## src/rtl/pic_pkg.sv

```systemverilog
// Shared definitions for the 8259 PIC interrupt-acknowledge path.
package pic_pkg;

    localparam int unsigned NUM_IR       = 8;
    localparam logic [2:0]  SPURIOUS_LVL = 3'd7;

    typedef enum logic [2:0] {
        IDLE,
        REQ,
        ACK1,
        WAIT2,
        ACK2,
        DONE
    } seq_state_e;

    function automatic logic [NUM_IR-1:0] lvl_mask(input logic [2:0] lvl);
        lvl_mask = {{(NUM_IR-1){1'b0}}, 1'b1} << lvl;
    endfunction

endpackage

```

## src/rtl/isr_prio_enc.sv

```systemverilog
// Fixed-priority encoder over the in-service register: IR0 is highest priority.
module isr_prio_enc
    import pic_pkg::*;
(
    input  logic [NUM_IR-1:0] req_i,
    output logic [2:0]        hi_o,
    output logic              none_o
);

    // Scan from the lowest priority upward so the lowest set index wins.
    always_comb begin
        hi_o   = 3'd0;
        none_o = 1'b1;
        for (int i = NUM_IR - 1; i >= 0; i--) begin
            if (req_i[i]) begin
                hi_o   = 3'(i);
                none_o = 1'b0;
            end
        end
    end

endmodule

```

## src/rtl/inta_sequencer.sv

```systemverilog
// 8086-mode INTA sequencer: raises INT, owns the ISR, returns the IRR clear pulse
// and drives the interrupt vector during the second acknowledge pulse.
module inta_sequencer
    import pic_pkg::*;
(
    input  logic              clk,
    input  logic              reset,
    input  logic              irq_pending,
    input  logic [2:0]        chosen_interrupt,
    input  logic              inta_n,
    input  logic              aeoi,
    input  logic [4:0]        vector_base,
    input  logic              eoi,
    input  logic              eoi_specific,
    input  logic [2:0]        eoi_level,
    output logic              int_out,
    output logic [NUM_IR-1:0] isr,
    output logic              clear,
    output logic [2:0]        clear_level,
    output logic [7:0]        data_out,
    output logic              data_oe
);

    seq_state_e state;
    logic       inta_q;
    logic [2:0] lvl;
    logic       spurious;

    logic [2:0] in_service_hi;
    logic       isr_none;

    logic              inta_fall;
    logic              inta_rise;
    logic              may_request;
    logic              ack_set;
    logic [NUM_IR-1:0] set_mask;
    logic [NUM_IR-1:0] eoi_mask;
    logic [NUM_IR-1:0] aeoi_mask;
    logic [NUM_IR-1:0] isr_next;

    isr_prio_enc u_isr_prio_enc (
        .req_i  (isr),
        .hi_o   (in_service_hi),
        .none_o (isr_none)
    );

    always_comb begin
        inta_fall   = !inta_n && inta_q;
        inta_rise   = inta_n && !inta_q;
        may_request = irq_pending && (isr_none || (chosen_interrupt < in_service_hi));
        ack_set     = (state == REQ) && inta_fall && irq_pending;

        set_mask  = ack_set ? lvl_mask(chosen_interrupt) : '0;
        aeoi_mask = '0;
        if ((state == ACK2) && inta_rise && aeoi && !spurious) begin
            aeoi_mask = lvl_mask(lvl);
        end

        eoi_mask = '0;
        if (eoi) begin
            if (eoi_specific) begin
                eoi_mask = lvl_mask(eoi_level);
            end else if (!isr_none) begin
                eoi_mask = lvl_mask(in_service_hi);
            end
        end

        // Applying the set after the clears lets an acknowledge beat a same-cycle EOI.
        isr_next = (isr & ~(eoi_mask | aeoi_mask)) | set_mask;
    end

    always_ff @(posedge clk) begin
        if (!reset) begin
            state       <= IDLE;
            inta_q      <= 1'b1;
            lvl         <= 3'd0;
            spurious    <= 1'b0;
            int_out     <= 1'b0;
            isr         <= '0;
            clear       <= 1'b0;
            clear_level <= 3'd0;
            data_out    <= 8'd0;
            data_oe     <= 1'b0;
        end else begin
            inta_q <= inta_n;
            clear  <= 1'b0;
            isr    <= isr_next;
            unique case (state)
                IDLE: begin
                    if (may_request) begin
                        state   <= REQ;
                        int_out <= 1'b1;
                    end
                end
                // INT cannot be retracted once raised; a vanished request turns spurious.
                REQ: begin
                    if (inta_fall) begin
                        state <= ACK1;
                        if (irq_pending) begin
                            lvl         <= chosen_interrupt;
                            spurious    <= 1'b0;
                            clear       <= 1'b1;
                            clear_level <= chosen_interrupt;
                        end else begin
                            lvl      <= SPURIOUS_LVL;
                            spurious <= 1'b1;
                        end
                    end
                end
                ACK1: begin
                    if (inta_rise) begin
                        state   <= WAIT2;
                        int_out <= 1'b0;
                    end
                end
                WAIT2: begin
                    if (inta_fall) begin
                        state    <= ACK2;
                        data_out <= {vector_base, lvl};
                        data_oe  <= 1'b1;
                    end
                end
                ACK2: begin
                    if (inta_rise) begin
                        state   <= DONE;
                        data_oe <= 1'b0;
                    end
                end
                DONE: begin
                    state <= IDLE;
                end
                default: begin
                    state <= IDLE;
                end
            endcase
        end
    end

endmodule

```

## config.mk

```make
export PLATFORM = sky130hd
export DESIGN_NAME = inta_sequencer
export DESIGN_NICKNAME = d
export VERILOG_FILES = /design/src/rtl/pic_pkg.sv /design/src/rtl/isr_prio_enc.sv /design/src/rtl/inta_sequencer.sv
export SDC_FILE = /design/constraint.sdc
export NUM_CORES = 1
export LEC_CHECK = 0
export ABC_CLOCK_PERIOD_IN_PS = 2500
export CAP_MARGIN = 30
export CORE_UTILIZATION = 40
export CTS_CLUSTER_SIZE = 12
export DETAILED_ROUTE_END_ITERATION = 12
export GPL_TIMING_DRIVEN = 0
export PLACE_DENSITY = 0.66
export REMOVE_ABC_BUFFERS = 1
export SLEW_MARGIN = 25
export SYNTH_ARGS = -nofsm -noshare
export SYNTH_HDL_FRONTEND = slang
export SYNTH_SLANG_ARGS = --single-unit
```

## constraint.sdc

```tcl
create_clock -name clk -period 2.5 [get_ports clk]
set_clock_uncertainty 0.15 [all_clocks]
set_input_delay 0.5 -clock clk [delete_from_list [all_inputs] [get_ports clk]]
set_output_delay 0.5 -clock clk [all_outputs]
set_load 0.01 [all_outputs]
```

* After elaboration in Yosys (flattened, before gate mapping)
Index checks and enable logic that the tools add are counted.
** Operators by class
- Bitwise operators :: 4
- Shifts and indexed selects :: 4
- Multiplexer cells :: 35
- Eq/ne operators :: 9
- Reduce and logical (&&, ||, !) cells :: 22
- Order comparisons :: 1
** Operators by type and width (count)
- two-way mux 3 bit :: 14
- two-way mux 8 bit :: 5
- left shift 1 x 3 -> 8 bit (first input constant) :: 4
- OR 8 bit :: 2
- one-hot mux 3 bit (5 select lines) :: 1
- two-way mux 1 bit :: 13
- AND reduction 3 bit :: 4
- inequality test 2 bit (second input constant) :: 5
- AND 8 bit :: 1
- logical AND 1 bit :: 8
- inverter 8 bit :: 1
- equality test 3 x 2 -> 1 bit (second input constant) :: 2
- AND reduction 5 bit :: 1
- one-hot mux 1 bit (2 select lines) :: 2
- AND reduction 2 bit :: 2
- nonzero test 2 bit :: 2
- equality test 3 x 1 -> 1 bit (second input constant) :: 1
- equality test 3 bit (second input constant) :: 1
- zero test 1 bit :: 3
- zero test 3 bit :: 1
- less-than comparator 3 bit :: 1
- logical OR 1 bit :: 1
** Word-level totals
- Register bits :: 30
- Output and inout bits :: 22
- Bits of input ports :: 18
- Word-level logic and storage cells :: 85

* Logic depth before layout (Yosys ltp)
Gate-level depths: netlist of run 1.
- Depth after elaboration :: 16
- Depth in mapped cells :: 8

* Hierarchy
From an unflattened synthesis of run 1, not the netlist that was laid out.
** Second synthesis, totals
- Cells, all modules :: 196
- Area total of the unflattened synthesis :: 1557.7 sq um
** Modules (own cells, without submodules)
- inta_sequencer :: cells each 182, area each 1471.4 sq um, instances 1, seq. area each 600.6 sq um
- isr_prio_enc :: cells each 14, area each 86.3 sq um, instances 1, seq. area each 0.0 sq um

* Least setup slack after synthesis of run 1
Ideal clock, no wire load.
- Path type :: flip-flop to flip-flop
- Start point :: reg isr[3]
- End point :: reg int_out
- Period minus slack after synthesis :: 1.977 ns
- Buffers on the path :: 0
- Cell stages (with the launch flop) :: 7
- Setup time :: 0.060 ns
- Setup slack :: 0.523 ns
- Arrival :: 1.767 ns
- Required time :: 2.290 ns
- Cell sequence :: dfxtp_1 nor4_1 nand2_1 ha_1 a2111oi_0 o21a_1 o311a_1
** On the way
- Word-level cells in the longest chain between the ends :: 9
** Ends and longest elaborated chain
- start, declared :: line inta_sequencer.sv:17 : output logic [NUM_IR-1:0] isr,
- start signal, assigned :: line inta_sequencer.sv:87 : isr <= isr_next;
- two-way mux 3 bit (4 in a row) :: line isr_prio_enc.sv:15 : if (req_i[i]) begin
- less-than comparator 3 bit :: line inta_sequencer.sv:50 : may_request = irq_pending && (isr_none || (chosen_interrupt < in_service_hi));
- logical OR 1 bit (*) :: line inta_sequencer.sv:50
- logical AND 1 bit (*) :: line inta_sequencer.sv:50
- inequality test 2 bit (no line) (*)
- AND reduction 3 bit (no line) (*)
- end signal, assigned :: line inta_sequencer.sv:78 : int_out <= 1'b0;
- end signal, assigned :: line inta_sequencer.sv:92 : int_out <= 1'b1;
- end signal, assigned :: line inta_sequencer.sv:113 : int_out <= 1'b0;
- end, declared :: line inta_sequencer.sv:16 : output logic int_out,
Every way passes the cells marked *; elsewhere a longest branch is shown, timed or not.
A chain may end at the register's enable or synchronous reset.

* Final worst setup path of run 1
- Start point :: in irq_pending
- End point :: reg isr[1]
** On the way
- Word-level cells in the longest chain between the ends :: 3
** Ends and longest elaborated chain
- start, declared :: line inta_sequencer.sv:8 : input logic irq_pending,
- logical AND 1 bit :: line inta_sequencer.sv:51 : ack_set = (state == REQ) && inta_fall && irq_pending;
- two-way mux 8 bit :: line inta_sequencer.sv:53 : set_mask = ack_set ? lvl_mask(chosen_interrupt) : '0;
- OR 8 bit :: line inta_sequencer.sv:69 : isr_next = (isr & ~(eoi_mask | aeoi_mask)) | set_mask;
Every way passes these cells.

==> results of run 1 <==
## kinds of logic after synthesis
group	after synthesis
compound gates	42
xor+xnor	1
fa+ha+maj	2
buf+inv	13
flops	30
mux	10
simple gates	73
## critical path, stage by stage
cell and delay, ns:
clkdlybuf4s50_1 0.57, nor3b_1 0.42, nand2_2 0.23, or4_1 0.44, a21boi_1 0.12
## where the power goes
group / leakage (nW) / internal (mW) / switching [mW]
registers: 0.243 / 0.491 / 0.0177
logic: 0.527 / 0.0718 / 0.0608
clock network: 0.0482 / 0.222 / 0.190
total: 0.819 / 0.784 / 0.269
## layout make-up
class | count | area (um2) | area share [%]
clock inverters | 1 | 5.005 | 0.2398
inverters | 4 | 15.01 | 0.7194
well taps | 48 | 60.06 | 2.878
repair buffers | 40 | 405.4 | 19.42
flip-flops and latches | 30 | 600.6 | 28.78
multi-input cells | 128 | 914.6 | 43.82
clock buffers | 7 | 86.33 | 4.137
## layout by cell type, fill, tap and decap left out, types with 2 or more instances in the layout
cell type        synthesis  routed
dfxtp_1                 30      30
o311a_1                  2       2
nor4_1                   2       2
or4_1                    2       2
inv_1                    4       4
o22ai_1                  3       3
mux2i_1                 10      10
nor4bb_1                 2       2
nor3b_1                  2       2
nand2b_1                 6       6
nand3b_1                 2       2
nor2b_1                 11      11
nand4_1                  2       2
o31ai_1                  2       2
nand3_1                  4       4
o32ai_1                  3       3
o211ai_1                 2       2
clkdlybuf4s50_1          0      39
o211a_1                  3       3
a21boi_1                 2       2
or3_1                    2       2
a221oi_1                 2       2
ha_1                     2       2
o21a_1                   2       2
nor2_1                  10      10
nor3_1                   3       3
clkbuf_8                 0       6
nand2_1                 16      16
o311ai_0                 2       2
and3b_1                  2       2
o2111ai_1                2       2
a21boi_0                 5       5
o21ai_0                  5       5
## registers in the layout (all words and copies together) (netlist names)
register / count
data_out: 8
isr: 8
clear_level: 3
lvl: 3
state: 3
clear: 1
data_oe: 1
int_out: 1
inta_q: 1
spurious: 1
## layer usage
layer	part of all wire, %	global-route usage, %	wire length, um	up-vias
li1	-	-	-	722
met1	43	25.49	1780	692
met2	50	37.76	2052	49
met3	5.4	5.282	220	6
met4	1.4	9.167	56	0
met5	0	0	0	-
## worst paths after layout
| kind | from | end | slack [ns] |
|---|---|---|---|
| worst max-delay path | irq_pending | isr[1] | 0.28 |
| worst min register to register | clear_level[1] | clear_level[1] | 0.33 |
| worst min-delay path | clear_level[1] | clear_level[1] | 0.33 |
| worst max register to register | isr[3] | state[0] | 0.34 |
## per-stage QoR
step | cells | power (mW) | worst slack [ns] | area [um2] | util (%)
floorplan | 162 | 0.5773 | 0.5233 | 1530 | -
global placement | 249 | 0.6435 | -0.01154 | 1981 | 53.30
detailed placement | 249 | 0.6479 | -0.02902 | 1981 | 53.30
CTS | 257 | 1.053 | 0.2618 | 2072 | 55.76
global route | 258 | 1.099 | 0.1871 | 2087 | 56.16
finish | 258 | 1.053 | 0.2792 | 2087 | 56.16
==> results.sh, run 1 <==
export IMPL_outcome="finished, final reports clean"
export IMPL_synth_ff_type="dfxtp_1"
export IMPL_synthXorXnorAreaFrac_pct=0.5560
export IMPL_reg2regPathDepth=6
export IMPL_synth_mux_area_share_pct=6.354
export IMPL_drv_cap=0
export IMPL_drcViolationCount=0
export IMPL_setup_violations=0
export IMPL_yosysMostFrequentCell="dfxtp_1"
export IMPL_tns_ns=0
export IMPL_cts_sinks=30
export IMPL_portBuffers=39
export IMPL_ys_seq_area_share_pct=38.13
export IMPL_min_path_type="reg -> reg"
export IMPL_antenna_found_initial=0
export IMPL_p_per_area_nw_per_um2=504.7
export IMPL_cp_start_kind="input port"
export IMPL_post_cts_buffers=0
export IMPL_die_w_um=64.76
export IMPL_syn2layout_area_growth_pct=32.49
export IMPL_synth_top_cells_by_count="dfxtp_1 (30), nand2_1 (16), nor2b_1 (11)"
export IMPL_vias=1469
export IMPL_required_ns=2.57
export IMPL_final_max_slew_viol_count=0
export IMPL_synth_warnings=0
export IMPL_dp_hpwl_um=2977
export IMPL_clk_path_buf_depth=2
export IMPL_synthCells=171
export IMPL_wl_um=4110
export IMPL_drive_gt1_share_pct=7.143
export IMPL_yosys_top_cells_area="dfxtp_1 (38%), mux2i_1 (6.4%), nor2b_1 (4.4%)"
export IMPL_maxSlewHeadroom_pct=62.04
export IMPL_synth_compound_area_share_pct=21.76
export IMPL_grt_ovfl_total=0
export IMPL_synthAdderAreaFrac_pct=1.589
export IMPL_diodes=0
export IMPL_place_congestion=0.8095
export IMPL_via_per_inst=5.694
export IMPL_die_h_um=64.76
export IMPL_wl_per_cell_um=15.93
export IMPL_synth_edf_count=0
export IMPL_min_period_ns=2.221
export IMPL_cts_htree_levels=2
export IMPL_worst_pin_slew_ns=0.5679
export IMPL_initial_utilization_pct=42.39
export IMPL_pin_count=40
export IMPL_rsz0062_at_grt="no"
export IMPL_num_rows=22
export IMPL_cp_end_kind="flop"
export IMPL_root_buffer="clkbuf_8"
export IMPL_numCtsBuffers=5
export IMPL_netlist_area_um2=1575
export IMPL_grt_first_pass_wirelength_um=6934
export IMPL_ys_types=51
export IMPL_first_pass_iters=4
export IMPL_nets=229
export IMPL_die_area_um2=4193
export IMPL_hold_slack_ns=0.3266
export IMPL_cts_tree="built"
export IMPL_cp_arrival_ns=2.29
export IMPL_fill_cells=358
export IMPL_worstSetupPathType="in -> reg"
export IMPL_max_freq_ghz=0.4503
export IMPL_async_flop_share_pct=0
export IMPL_crit_fanout=9
export IMPL_post_cts_resized=0
export IMPL_track_usage_pct=21.86
export IMPL_path_clk_slew_ns=0.07
export IMPL_yosys_register_bits=30
export IMPL_synth_top_family_by_area="simple AND/OR/NAND/NOR gates"
export IMPL_clock_insertion_delay_worst_skew_ns=0.28
export IMPL_grt_pass1_vias=1482
export IMPL_worstHoldPathCells=2
export IMPL_coreArea_um2=3716
export IMPL_grt_max_degree=32
export IMPL_hold_viol_final=0
export IMPL_p_leak_nw=0.8186
export IMPL_hold_buffers=0
export IMPL_vdd_ir_drop_max_uv=334.1
export IMPL_synth_top_cell_area_share_pct=38.13
export IMPL_synth_simple_gate_area_share_pct=27.80
export IMPL_yosysTopAreaCell="dfxtp_1"
export IMPL_first_iter_violations=91
export IMPL_ant_nets=0
export IMPL_synth_area_per_cell_um2=9.212
export IMPL_timing_final_crit_share_pct=88.83
(Power assumes the default switching activity.)
==> run 2, diff against run 1 <==
Settings changed: ABC_CLOCK_PERIOD_IN_PS 2500 to 2000, PLACE_DENSITY 0.66 to 0.69.
Clock period 2.5 ns to 2 ns, I/O delays scaled along.
==> results.sh, run 2 (same netlist as run 1, synthesis figures left out) <==
export IMPL_timing_final_crit_share_pct=96.88
export IMPL_numCtsBuffers=5
export IMPL_drv_cap=0
export IMPL_worstSetupPathType="in -> reg"
export IMPL_drive_gt1_share_pct=13.62
export IMPL_via_per_inst=5.697
export IMPL_track_usage_pct=21.71
export IMPL_worst_path_buf_inv=1
export IMPL_p_total_mw=1.306
export IMPL_hold_start="clear_level[1]"
export IMPL_p_leak_nw=0.8547
export IMPL_worst_pin_slew_ns=0.4862
export IMPL_final_max_slew_viol_count=0
export IMPL_hold_viol_final=0
export IMPL_clock_insertion_delay_worst_skew_ns=0.28
export IMPL_wl_per_cell_um=15.48
export IMPL_initial_utilization_pct=42.39
export IMPL_setup_violations=0
export IMPL_cts_sinks=30
export IMPL_maxSlewHeadroom_pct=67.58
export IMPL_clk_path_buf_depth=2
export IMPL_max_stage_delay_ns=0.58
export IMPL_cp_end_kind="flop"
export IMPL_syn2layout_area_growth_pct=38.52
export IMPL_grt_ovfl_total=0
export IMPL_reg2regPathDepth=4
export IMPL_cp_cell_sequence="clkdlybuf4s50_1, nor3b_2, nand2_2, or4_1, a21boi_1"
export IMPL_die_area_um2=4193
export IMPL_first_iter_violations=57
export IMPL_final_common_cell="clkdlybuf4s50_1"
export IMPL_required_ns=2.07
export IMPL_first_pass_iters=6
export IMPL_placed_cells=249
export IMPL_min_to="clear_level[1]"
export IMPL_cp_arrival_ns=2.00
export IMPL_die_w_um=64.76
export IMPL_antenna_found_initial=0
export IMPL_cts_htree_levels=2
export IMPL_num_rows=22
export IMPL_drcViolationCount=0
export IMPL_grt_max_degree=32
export IMPL_crit_fanout=9
export IMPL_wl_um=4039
export IMPL_min_period_ns=1.938
export IMPL_r2r_end="isr[2]"
export IMPL_portBuffers=39
export IMPL_vias=1487
export IMPL_path_clk_slew_ns=0.07
export IMPL_root_buffer="clkbuf_8"
export IMPL_cp_start_kind="input port"
export IMPL_dp_hpwl_um=2854
export IMPL_coreArea_um2=3716
export IMPL_grt_first_pass_wirelength_um=6913
export IMPL_timing_reg2reg_setup_slack_ns=0.08
export IMPL_place_congestion=0.8645
export IMPL_grt_pass1_vias=1420
export IMPL_die_h_um=64.76
export IMPL_outcome="finished, final reports clean"
export IMPL_ant_nets=0
export IMPL_diodes=0
export IMPL_critPathTopFamily="simple AND/OR/NAND/NOR gates"
export IMPL_pin_count=40
export IMPL_fin_util_pct=58.72
export IMPL_regToRegStartpoint="state[1]"
export IMPL_p_per_area_nw_per_um2=598.5
export IMPL_hold_buffers=0
export IMPL_nets=232
export IMPL_worstHoldPathCells=2
export IMPL_layout_common_cells="clkdlybuf4s50_1 (35), dfxtp_1 (27), nand2_1 (16)"
export IMPL_max_freq_ghz=0.5161
export IMPL_min_path_type="reg -> reg"
export IMPL_cpMaxStageDelayCell="clkdlybuf4s50_1"
export IMPL_vdd_ir_drop_max_uv=431.9
export IMPL_reg_top3="data_out (8), isr (8)"
export IMPL_cts_tree="built"
export IMPL_instances_no_fill=261
run 2: cell count changes in the layout (fill, tap and decap cells not counted), moves of 2 or more:
cell,previous run,this run
dlygate4sd2_1,0,4
dfxtp_4,0,2
clkdlybuf4s50_1,39,35
buf_4,0,3
dfxtp_1,30,27
run 2: cell type report:
cell class / instances / area [um2]
fill: 340 / 1534
tap: 48 / 60.06
clock buffer: 7 / 86.33
multi-input combinational: 128 / 983.4
inverter: 4 / 15.01
sequential: 30 / 609.3
timing repair buffer: 43 / 422.9
clock inverter: 1 / 5.005
run 2: per-layer routing:
| layer | GRT usage, % | wire (um) |
|---|---|---|
| met4 | 6.944 | 37 |
| met1 | 27.11 | 1818 |
| met3 | 6.690 | 181 |
| met2 | 35.29 | 2001 |
| met5 | 0 | 0 |
run 2: worst max-delay path by stage:
| stage | from | to | slack, ns | cells after the start |
|---|---|---|---|---|
| 4_1_cts | isr[3] | state[0] | 0.02 | 6 |
| 6_report | irq_pending | isr[1] | 0.06 | 5 |
| 5_1_grt | isr[3] | state[0] | -0.004 | 6 |
| 3_5_place_dp | reset | isr[4] | -0.43 | 4 |
| 2_1_floorplan | isr[3] | int_out | 0.02 | 6 |
| 3_3_place_gp | reset | isr[4] | -0.39 | 4 |
run 2: worst min-delay path: stages, from the launching register on:
cell	delay, ns
dfxtp_1	0.31
nand2_1	0.05
a21boi_0	0.06
run 2: power breakdown:
| part | internal, mW | total, mW | switching (mW) | leakage, nW |
|---|---|---|---|---|
| Sequential | 0.611 | 0.634 | 0.0230 | 0.245 |
| Clock | 0.277 | 0.498 | 0.221 | 0.0482 |
| Combinational | 0.0948 | 0.174 | 0.0796 | 0.561 |
| Total | 0.983 | 1.31 | 0.323 | 0.855 |
run 2: what timing repair did:
item | CTS | global route
pin swaps | 2 | 0
gates cloned | 0 | 0
setup endpoints to repair | 17 | 8
buffers inserted | 1 | 2
resized for setup | 14 | 7
hold endpoints to repair | 0 | 0
run 2: metrics by stage:
stage / hold WS (ns) / worst slack, ns / area (um2) / TNS (ns)
after global placement: 0.3103 / -0.3935 / 1981 / -6.538
after CTS: 0.3342 / 0.02391 / 2115 / 0
after floorplan: 0.3230 / 0.02327 / 1530 / 0
final: 0.3224 / 0.06241 / 2182 / 0
after detailed placement: 0.3253 / -0.4323 / 1981 / -7.474
after global routing: 0.3693 / -0.003516 / 2182 / -0.003516
==> run 3, diff against run 2 <==
Settings changed: SKIP_LAST_GASP from default to 1.
==> results.sh, run 3 (same netlist as run 1, synthesis figures left out) <==
export IMPL_antenna_found_initial=0
export IMPL_initial_utilization_pct=42.39
export IMPL_cts_tree="built"
export IMPL_cp_start_kind="input port"
export IMPL_min_path_type="reg -> reg"
export IMPL_placed_cells=249
export IMPL_outcome="finished, final reports clean"
export IMPL_p_leak_nw=0.8625
export IMPL_met2_usage_pct=35.29
export IMPL_die_area_um2=4193
export IMPL_coreArea_um2=3716
export IMPL_cts_sinks=30
export IMPL_grt_use_met1_pct=27.11
export IMPL_fill_cells=339
export IMPL_final_common_cell="clkdlybuf4s50_1"
export IMPL_hold_viol_final=0
export IMPL_root_buffer="clkbuf_8"
export IMPL_die_w_um=64.76
export IMPL_ant_nets=0
export IMPL_grt_max_degree=32
export IMPL_grt_first_pass_wirelength_um=6913
export IMPL_layout_common_cells="clkdlybuf4s50_1 (35), dfxtp_1 (27), nand2_1 (16)"
export IMPL_worst_pin_slew_ns=0.4864
export IMPL_setup_violations=0
export IMPL_min_period_ns=1.938
export IMPL_clk_path_buf_depth=2
export IMPL_nets=232
export IMPL_grt_pass1_vias=1420
export IMPL_dp_hpwl_um=2854
export IMPL_pin_count=40
export IMPL_worstSetupPathType="in -> reg"
export IMPL_p_per_area_nw_per_um2=598.2
export IMPL_hold_slack_ns=0.3224
export IMPL_path_clk_slew_ns=0.07
export IMPL_syn2layout_area_growth_pct=38.76
export IMPL_cp_arrival_ns=2.00
export IMPL_vdd_ir_drop_max_uv=435.5
export IMPL_numCtsBuffers=5
export IMPL_wl_um=4072
export IMPL_use_met3_pct=6.690
export IMPL_required_ns=2.06
export IMPL_place_congestion=0.8645
export IMPL_instances_no_fill=261
export IMPL_drv_cap=0
export IMPL_track_usage_pct=21.71
export IMPL_maxSlewHeadroom_pct=67.57
export IMPL_wl_per_cell_um=15.60
export IMPL_reg_top3="data_out (8), isr (8)"
export IMPL_timing_final_crit_share_pct=96.90
export IMPL_drive_gt1_share_pct=13.62
export IMPL_max_freq_ghz=0.5160
export IMPL_via_per_inst=5.770
export IMPL_cts_htree_levels=2
export IMPL_portBuffers=39
export IMPL_crit_fanout=9
export IMPL_die_h_um=64.76
export IMPL_cp_end_kind="flop"
export IMPL_vias=1506
export IMPL_first_iter_violations=70
export IMPL_num_rows=22
export IMPL_drcViolationCount=0
export IMPL_grt_ovfl_total=0
export IMPL_busiest_layer="met2"
export IMPL_diodes=0
export IMPL_clock_insertion_delay_worst_skew_ns=0.28
export IMPL_first_pass_iters=5
export IMPL_final_max_slew_viol_count=0
-- run 3: final timing paths --
path                            slack [ns]            from  cells past startpoint        endpoint
worst min-delay path                  0.32  clear_level[1]                      2  clear_level[1]
worst min register to register        0.32  clear_level[1]                      2  clear_level[1]
worst max-delay path                  0.06     irq_pending                      5          isr[1]
worst max register to register        0.08        state[1]                      4          isr[2]
-- run 3: critical path, cell delays in order --
cell             delay [ns]
clkdlybuf4s50_1        0.58
nor3b_2                0.28
nand2_2                0.19
or4_1                  0.43
a21boi_1               0.13
-- run 3: area by class of cell --
cell class | count | area, um2 | share of cell area [%]
tap | 48 | 60.06 | 2.748
inverter | 4 | 15.01 | 0.6869
sequential | 30 | 609.3 | 27.88
clock inverter | 1 | 5.005 | 0.2290
multi-input combinational | 128 | 983.4 | 44.99
clock buffer | 7 | 86.33 | 3.950
timing repair buffer | 43 | 426.7 | 19.52
-- run 3: per-stage QoR --
step / setup WS (ns) / power (mW) / TNS (ns) / utilization, % / cell area (um2)
3_3_place_gp: -0.3935 / 0.8039 / -6.538 / 53.30 / 1981
5_1_grt: -0.003516 / 1.381 / -0.003516 / 58.82 / 2186
2_1_floorplan: 0.02327 / 0.7216 / 0 / - / 1530
4_1_cts: -0.009492 / 1.308 / -0.009492 / 56.94 / 2116
6_report: 0.06205 / 1.308 / 0 / 58.82 / 2186
3_5_place_dp: -0.4323 / 0.8088 / -7.474 / 53.30 / 1981
-- run 3: timing repair --
item | 4_1_cts | 5_1_grt
hold buffers | 0 | 0
setup endpoints to repair | 17 | 8
pin swaps | 2 | 0
gates cloned | 0 | 0
resized for setup | 13 | 8
buffers inserted | 1 | 2
-- run 3: power breakdown --
group / internal, mW / switching [mW]
Combinational: 0.0954 / 0.0798
Clock: 0.277 / 0.222
Sequential: 0.611 / 0.0230
-- run 3: metal layers --
layer | routed length [um] | part of all wire [%]
met3 | 187 | 4.6
met5 | 0 | 0
met1 | 1817 | 45
met4 | 44 | 1.1
met2 | 2022 | 50
